<file path="config.mk">
export PLATFORM = sky130hd
export DESIGN_NAME = block_packer_flat
export DESIGN_NICKNAME = d
export VERILOG_FILES = /design/src/rtl/block_packer_if.sv /design/src/rtl/block_packer.sv /design/src/flat_wrapper.sv
export SDC_FILE = /design/constraint.sdc
export NUM_CORES = 1
export LEC_CHECK = 0
export BUFFER_PORTS_ARGS = -buffer_cell sky130_fd_sc_hd__buf_2
export CAP_MARGIN = 40
export CORE_ASPECT_RATIO = 0.75
export CORE_MARGIN = 4
export CORE_UTILIZATION = 57
export CTS_CLUSTER_DIAMETER = 30
export CTS_CLUSTER_SIZE = 14
export DETAILED_ROUTE_END_ITERATION = 10
export PLACE_DENSITY = 0.79
export SKIP_LAST_GASP = 1
export SLEW_MARGIN = 20
export SYNTH_ARGS = -nofsm -noshare
export SYNTH_HDL_FRONTEND = slang
export SYNTH_SLANG_ARGS = --single-unit
</file>
<file path="constraint.sdc">
create_clock -name clk -period 2.99 [get_ports clk]
set_input_delay 0.897 -clock clk [delete_from_list [all_inputs] [get_ports clk]]
set_output_delay 0.897 -clock clk [all_outputs]
set_load 0.02 [all_outputs]
</file>
<file path="src/rtl/block_packer_if.sv">
// block_packer_if: FIFO-side and block-side handshake bundle for block_packer
interface block_packer_if #(
    parameter int BYTE_W      = 8,
    parameter int BLOCK_BYTES = 16
);
    logic                               fifo_empty;
    logic [BYTE_W-1:0]                  fifo_data;
    logic                               fifo_last;
    logic                               pop;
    logic                               blk_valid;
    logic                               blk_ready;
    logic [BYTE_W*BLOCK_BYTES-1:0]      blk_data;
    logic [$clog2(BLOCK_BYTES+1)-1:0]   blk_nbytes;
    logic                               blk_last;
    modport master (
        input  fifo_empty, fifo_data, fifo_last, blk_ready,
        output pop, blk_valid, blk_data, blk_nbytes, blk_last
    );
    modport slave (
        output fifo_empty, fifo_data, fifo_last, blk_ready,
        input  pop, blk_valid, blk_data, blk_nbytes, blk_last
    );
endinterface

</file>
<file path="src/rtl/block_packer.sv">
// block_packer: packs FIFO bytes MSB-first into blocks with zero or PKCS#7 padding
module block_packer #(
    parameter int BYTE_W      = 8,
    parameter int BLOCK_BYTES = 16,
    parameter int PAD_MODE    = 0
) (
    input  logic           clk,
    input  logic           rst,
    block_packer_if.master bus
);
    localparam int CW = $clog2(BLOCK_BYTES + 1);

    typedef enum logic [1:0] {FILL, PAD, HOLD} state_t;

    state_t                                state, state_n;
    logic [CW-1:0]                         cnt;
    logic                                  pad_pend;
    logic                                  pop;
    logic                                  valid;
    logic                                  last_slot;
    logic [BYTE_W-1:0]                     pad_val;
    logic [BLOCK_BYTES-1:0][BYTE_W-1:0]    work, fill_word, pad_word, data_q;
    logic [CW-1:0]                         nbytes_q;
    logic                                  last_q;

    assign last_slot = cnt == CW'(BLOCK_BYTES - 1);
    assign pad_val   = PAD_MODE != 0 ? BYTE_W'(BLOCK_BYTES - int'(cnt)) : '0;

    // Slot s lives at packed index BLOCK_BYTES-1-s so slot 0 lands in the MSBs.
    always_comb begin
        fill_word = work;
        pad_word  = work;
        for (int i = 0; i < BLOCK_BYTES; i++) begin
            if (i == int'(cnt)) fill_word[BLOCK_BYTES-1-i] = bus.fifo_data;
            if (i >= int'(cnt)) pad_word[BLOCK_BYTES-1-i] = pad_val;
        end
    end

    always_ff @(posedge clk) state <= rst ? FILL : state_n;

    always_comb begin
        state_n = state;
        case (state)
            FILL:    if (pop) state_n = last_slot ? HOLD : bus.fifo_last ? PAD : FILL;
            PAD:     state_n = HOLD;
            HOLD:    if (bus.blk_ready) state_n = pad_pend ? PAD : FILL;
            default: state_n = FILL;
        endcase
    end

    always_comb begin
        pop   = !rst && state == FILL && !bus.fifo_empty;
        valid = state == HOLD;
    end

    always_ff @(posedge clk) begin
        if (rst) begin
            cnt      <= '0;
            pad_pend <= 1'b0;
            work     <= '0;
            data_q   <= '0;
            nbytes_q <= '0;
            last_q   <= 1'b0;
        end else begin
            case (state)
                FILL: if (pop) begin
                    work <= fill_word;
                    cnt  <= cnt + 1'b1;
                    if (last_slot) begin
                        data_q   <= fill_word;
                        nbytes_q <= CW'(BLOCK_BYTES);
                        last_q   <= bus.fifo_last && PAD_MODE == 0;
                        pad_pend <= bus.fifo_last && PAD_MODE != 0;
                    end else if (bus.fifo_last) begin
                        nbytes_q <= cnt + 1'b1;
                    end
                end
                PAD: begin
                    data_q <= pad_word;
                    last_q <= 1'b1;
                end
                HOLD: if (bus.blk_ready) begin
                    cnt <= '0;
                    if (pad_pend) begin
                        pad_pend <= 1'b0;
                        nbytes_q <= '0;
                    end
                end
                default: ;
            endcase
        end
    end

    assign bus.pop        = pop;
    assign bus.blk_valid  = valid;
    assign bus.blk_data   = data_q;
    assign bus.blk_nbytes = nbytes_q;
    assign bus.blk_last   = last_q;
endmodule

</file>
<file path="src/flat_wrapper.sv">
// flat-port wrapper written by rule: the top's interface ports become plain ports
module block_packer_flat 
#(
    parameter int BYTE_W      = 8,
    parameter int BLOCK_BYTES = 16,
    parameter int PAD_MODE    = 0
)
  (clk, rst, bus_fifo_empty, bus_fifo_data, bus_fifo_last, bus_blk_ready, bus_pop, bus_blk_valid, bus_blk_data, bus_blk_nbytes, bus_blk_last);
  block_packer_if #(.BYTE_W(BYTE_W), .BLOCK_BYTES(BLOCK_BYTES)) bus_i ();
  input  logic clk;
  input  logic rst;
  input wire logic [$bits(bus_i.fifo_empty)-1:0] bus_fifo_empty;
  input wire logic [$bits(bus_i.fifo_data)-1:0] bus_fifo_data;
  input wire logic [$bits(bus_i.fifo_last)-1:0] bus_fifo_last;
  input wire logic [$bits(bus_i.blk_ready)-1:0] bus_blk_ready;
  output wire logic [$bits(bus_i.pop)-1:0] bus_pop;
  output wire logic [$bits(bus_i.blk_valid)-1:0] bus_blk_valid;
  output wire logic [$bits(bus_i.blk_data)-1:0] bus_blk_data;
  output wire logic [$bits(bus_i.blk_nbytes)-1:0] bus_blk_nbytes;
  output wire logic [$bits(bus_i.blk_last)-1:0] bus_blk_last;
  assign bus_i.fifo_empty = bus_fifo_empty;
  assign bus_i.fifo_data = bus_fifo_data;
  assign bus_i.fifo_last = bus_fifo_last;
  assign bus_i.blk_ready = bus_blk_ready;
  assign bus_pop = bus_i.pop;
  assign bus_blk_valid = bus_i.blk_valid;
  assign bus_blk_data = bus_i.blk_data;
  assign bus_blk_nbytes = bus_i.blk_nbytes;
  assign bus_blk_last = bus_i.blk_last;
  block_packer #(.BYTE_W(BYTE_W), .BLOCK_BYTES(BLOCK_BYTES), .PAD_MODE(PAD_MODE)) u_core (.clk(clk), .rst(rst), .bus(bus_i));
endmodule
</file>
# Word level (Yosys, flattened, before mapping)
# Index checks and enable logic that the tools add are counted.
# totals
regBits,270
latch_bits,0
ram_bits,0
romBits,0
in_bits,13
out_inout_bits,136
elab_cells,148
memories,0
# op_classes
n_addsub,1
mul,0
n_div,0
order_cmp,16
eq_ne,23
shifts,0
n_mux,57
bitwise,0
n_reduce_logical,14
# op_table
cell,count
$mux W128,2
$mux W8,32
$pmux W128 S2,1
$eq A5 B5 Y1 const A,8
$ge A4 B5 Y1 const A,8
$mux W5,7
$eq A4 B5 Y1 const A,4
$ge A3 B5 Y1 const A,4
$pmux W5 S2,2
$eq A3 B5 Y1 const A,2
$ge A1 B5 Y1 const A,2
$ge A2 B5 Y1 const A,2
$mux W1,7
$mux W2,3
$pmux W2 S3,1
$reduce_and A3 Y1,2
$add A5 B1 Y5 const B,1
$eq A2 B5 Y1 const A,1
$eq A5 B4 Y1 const B,1
$logic_not A5 Y1,1
$reduce_and A5 Y1,1
$ne A2 B1 Y1 const B,2
$ne A2 B2 Y1 const B,2
$pmux W1 S2,2
9 further kinds,13

# Logic depth before layout (Yosys ltp)
# depth
depth_word,5
mapped_depth,10
ltp_nobuf,6

# Least setup slack after synthesis
# OpenSTA, ideal clock, no wires.
# synth_timing
kind,input to output
startpoint,input rst
endpoint,output bus_pop
arrival_time_ps,1628
path_slack_ps,465
cell_stages,2
cell_sequence,or4_1 inv_1
# synth_via
elab_chain_cells,3
# synth_lines
element,line,rtl
from (decl),flat_wrapper.sv:11,input logic rst;
$logic_not A1 Y1,block_packer.sv:52,pop = !rst && state == FILL && !bus.fifo_empty;
$logic_and A1 B1 Y1 (2 in a row),block_packer.sv:52,
to (decl),flat_wrapper.sv:16,output wire logic [$bits(bus_i.pop)-1:0] bus_pop;
# No other way between the ends.

# Worst setup path in the final report
# layout_timing
startpoint,register u_core.state[1]
endpoint,output bus_blk_valid
# layout_via
elab_chain_cells,1
# layout_lines
element,line,rtl
from (decl),block_packer.sv:15,"state_t state, state_n;"
from (signal assigned),block_packer.sv:39,always_ff @(posedge clk) state <= rst ? FILL : state_n;
$eq A2 B2 Y1,block_packer.sv:53,valid = state == HOLD;
to (decl),flat_wrapper.sv:17,output wire logic [$bits(bus_i.blk_valid)-1:0] bus_blk_valid;
# No other way between the ends.

==> results.sh <==
export IMPL_wirelength_um=30600
export IMPL_dr_pass1_iters=5
export IMPL_antenna_found_initial=0
export IMPL_fin_util_pct=71.9
export IMPL_place_congestion=0.914
export IMPL_synthCells=1164
export IMPL_worst_pin_slew_ns=0.885
export IMPL_crit_fanout=13
export IMPL_required_ns=2.09
export IMPL_postSynthRegisterBits=269
export IMPL_dp_hpwl_um=18400
export IMPL_pwr_share_clk_pct=54.9
export IMPL_cts_sinks=269
export IMPL_ios=149
export IMPL_power_density_nw_per_um2=696
export IMPL_yosysWarnings=0
export IMPL_cts_root_buf="clkbuf_16"
export IMPL_initial_core_util_pct=58.6
export IMPL_drive_above_1_share_pct=23.5
export IMPL_vdd_ir_drop_max_uv=448
export IMPL_synth_area_top_cells="dfxtp_1 49%, mux2i_1 12%, nor2_1 5.1%, a21oi_1 3.7%, nand2_1 3.7%"
export IMPL_cts_tree="done"
export IMPL_grt_pass1_wl_um=48500
export IMPL_track_usage_pct=27.6
export IMPL_synth_top_area_share_pct=49.2
export IMPL_synth_ff_type="dfxtp_1"
export IMPL_ctsHtreeMaxLevel=2
export IMPL_final_hold_viol_count=0
export IMPL_slew_violations=0
export IMPL_path_cells="nor2b_1, buf_2"
export IMPL_clkTransAtPathRegs_ns=0.05
export IMPL_start_kind="flop"
export IMPL_power_switching_uw=2210
export IMPL_yosys_area_top_type="dfxtp_1"
export IMPL_multi_input_area_um2=5120
export IMPL_fin_crit_ns=2.87
export IMPL_p_int_uw=7130
export IMPL_power_total_uw=9340
export IMPL_async_flop_share_pct=0
export IMPL_grt_pass1_vias=9012
export IMPL_fp_dieW_um=168
export IMPL_ys_seq_area_share_pct=49.2
export IMPL_cts_hold_buf=0
export IMPL_p_sw_share_pct=23.7
export IMPL_relSlewSlack_pct=40.9
export IMPL_synth_area_per_cell_um2=9.40
export IMPL_critPathSlowestCell="dfxtp_1"
export IMPL_rows=43
export IMPL_yosysUniqueCellTypes=58
export IMPL_cap_violations=0
export IMPL_wl_per_cell_um=19.5
export IMPL_power_frac_comb_pct=5.7
export IMPL_drc=0
export IMPL_clock_fmax_mhz=349
export IMPL_regArea_um2=5390
export IMPL_whs_ns=0.442
export IMPL_period_share_pct=95.9
export IMPL_synth_fp_nets=1182
export IMPL_endpoint_kind="output pin"
export IMPL_cts_resized=0
export IMPL_grt_overflow_total=0
export IMPL_syn2layout_area_growth_pct=22.6
export IMPL_p_leak_uw=0.00597
export IMPL_rsz0062_at_grt="false"
export IMPL_tns_ns=0
export IMPL_status="finished clean"
export IMPL_critPathArrivalTime_ns=1.97
export IMPL_synth_edf_count=0
export IMPL_grt_max_degree=80
export IMPL_placed_area_um2=11900
export IMPL_drt_iter0_markers=1000
export IMPL_fillers=1393
export IMPL_max_stage_delay_ns=0.65
export IMPL_clkLatencyLatePin_ns=0.52
export IMPL_clockBufferDepth=3
export IMPL_r2r_slack_ns=0.53
export IMPL_crit_type="reg2out"
export IMPL_yosys_top_cells_count="269 x dfxtp_1, 149 x nor2_1, 126 x mux2i_1"
export IMPL_postRouteAntennaNets=0
export IMPL_dr_total_vias=9479
export IMPL_core_area_um2=18700
export IMPL_seq_power_share_pct=39.5
export IMPL_die_h_um=128
export IMPL_synth_most_common_cell="dfxtp_1"
export IMPL_finalNetCount=1305
export IMPL_diodes=0
export IMPL_skew_ns=0.00937
export IMPL_setup_violations=0
export IMPL_syn_cell_area_um2=10900
export IMPL_via_per_inst=6.05
export IMPL_fin_area_um2=13400
export IMPL_dieArea_um2=21500
export IMPL_min_path_type="reg2reg"
export IMPL_io_buffers=148
export IMPL_post_cts_buffers=0
export IMPL_numCtsBuffers=42
==> worst max-delay path, delay by kind of cell (launching register included) <==
family        cells  cell delay (ns)
flops             1             0.65
simple gates      1             0.53
buf+inv           1             0.27
==> worst paths after layout <==
| check | startpoint | endpoint | cells past startpoint |
|---|---|---|---|
| max | u_core.state[1] | bus_blk_valid | 2 |
| min | u_core.bus.blk_data[95] | u_core.bus.blk_data[95] | 2 |
| max reg2reg | u_core.cnt[2] | u_core.bus.blk_data[49] | 4 |
| min reg2reg | u_core.bus.blk_data[95] | u_core.bus.blk_data[95] | 2 |
==> area by class of cell <==
class | instances | share of cell area, %
multi-input cells | 784 | 38.1
well taps | 247 | 2.30
clock inverters | 28 | 2.43
repair buffers | 182 | 7.84
inverters | 8 | 0.224
flip-flops and latches | 269 | 40.1
clock buffers | 50 | 8.91
==> cells in the final DEF, fill, tap and decap left out, types with 9 or more instances in the layout <==
cell	instances
dfxtp_1	269
nand4_1	11
o2bb2ai_1	10
clkbuf_16	45
nand3_1	47
nand2_1	107
a221oi_1	40
a22o_1	30
a21oi_1	82
nor2_1	149
nor3_1	51
mux2_2	27
mux2i_1	126
buf_4	30
clkinvlp_4	9
buf_2	147
o31ai_1	9
==> power by group through the flow <==
stage                     registers, uW  logic (uW)  clock network [uW]
final                              3690         531                5120
after global routing               3690         569                5360
after CTS                          3680         524                5150
after detailed placement           3760         520                   0
after global placement             3760         513                   0
after floorplan                    3800         298                   0
==> registers in the layout, indices dropped and copies added (netlist names) <==
name	flops
u_core.cnt	5
u_core.bus.blk_data	128
u_core.work	128
u_core.bus.blk_nbytes	5
u_core.state	2
u_core.bus.blk_last	1
==> per-stage QoR <==
stage	worst slack [ns]	instances
after floorplan	0.465	1164
after global placement	0.312	1490
after detailed placement	0.308	1490
after CTS	0.205	1568
after global routing	0.0670	1568
final	0.124	1568
==> cell families after synthesis <==
| family | Yosys count | share of synthesized area, % |
|---|---|---|
| and+or+nand+nor | 408 | 17.5 |
| adders and majority gates | 5 | 0.572 |
| xor gates and xnor gates | 2 | 0.160 |
| AOI/OAI and AO/OA | 216 | 14.1 |
| muxes | 153 | 14.3 |
| buffers and inverters | 111 | 4.15 |
| DFF | 269 | 49.2 |
==> per-layer routing <==
| layer | wire length, um | GRT usage [%] | vias up |
|---|---|---|---|
| li1 | - | - | 4405 |
| met1 | 13900 | 40.9 | 4602 |
| met2 | 13500 | 41.2 | 418 |
| met3 | 2520 | 5.12 | 54 |
| met4 | 618 | 8.44 | 0 |
| met5 | 0 | 0 | - |
Note: power is estimated with default switching activity, not from simulation.
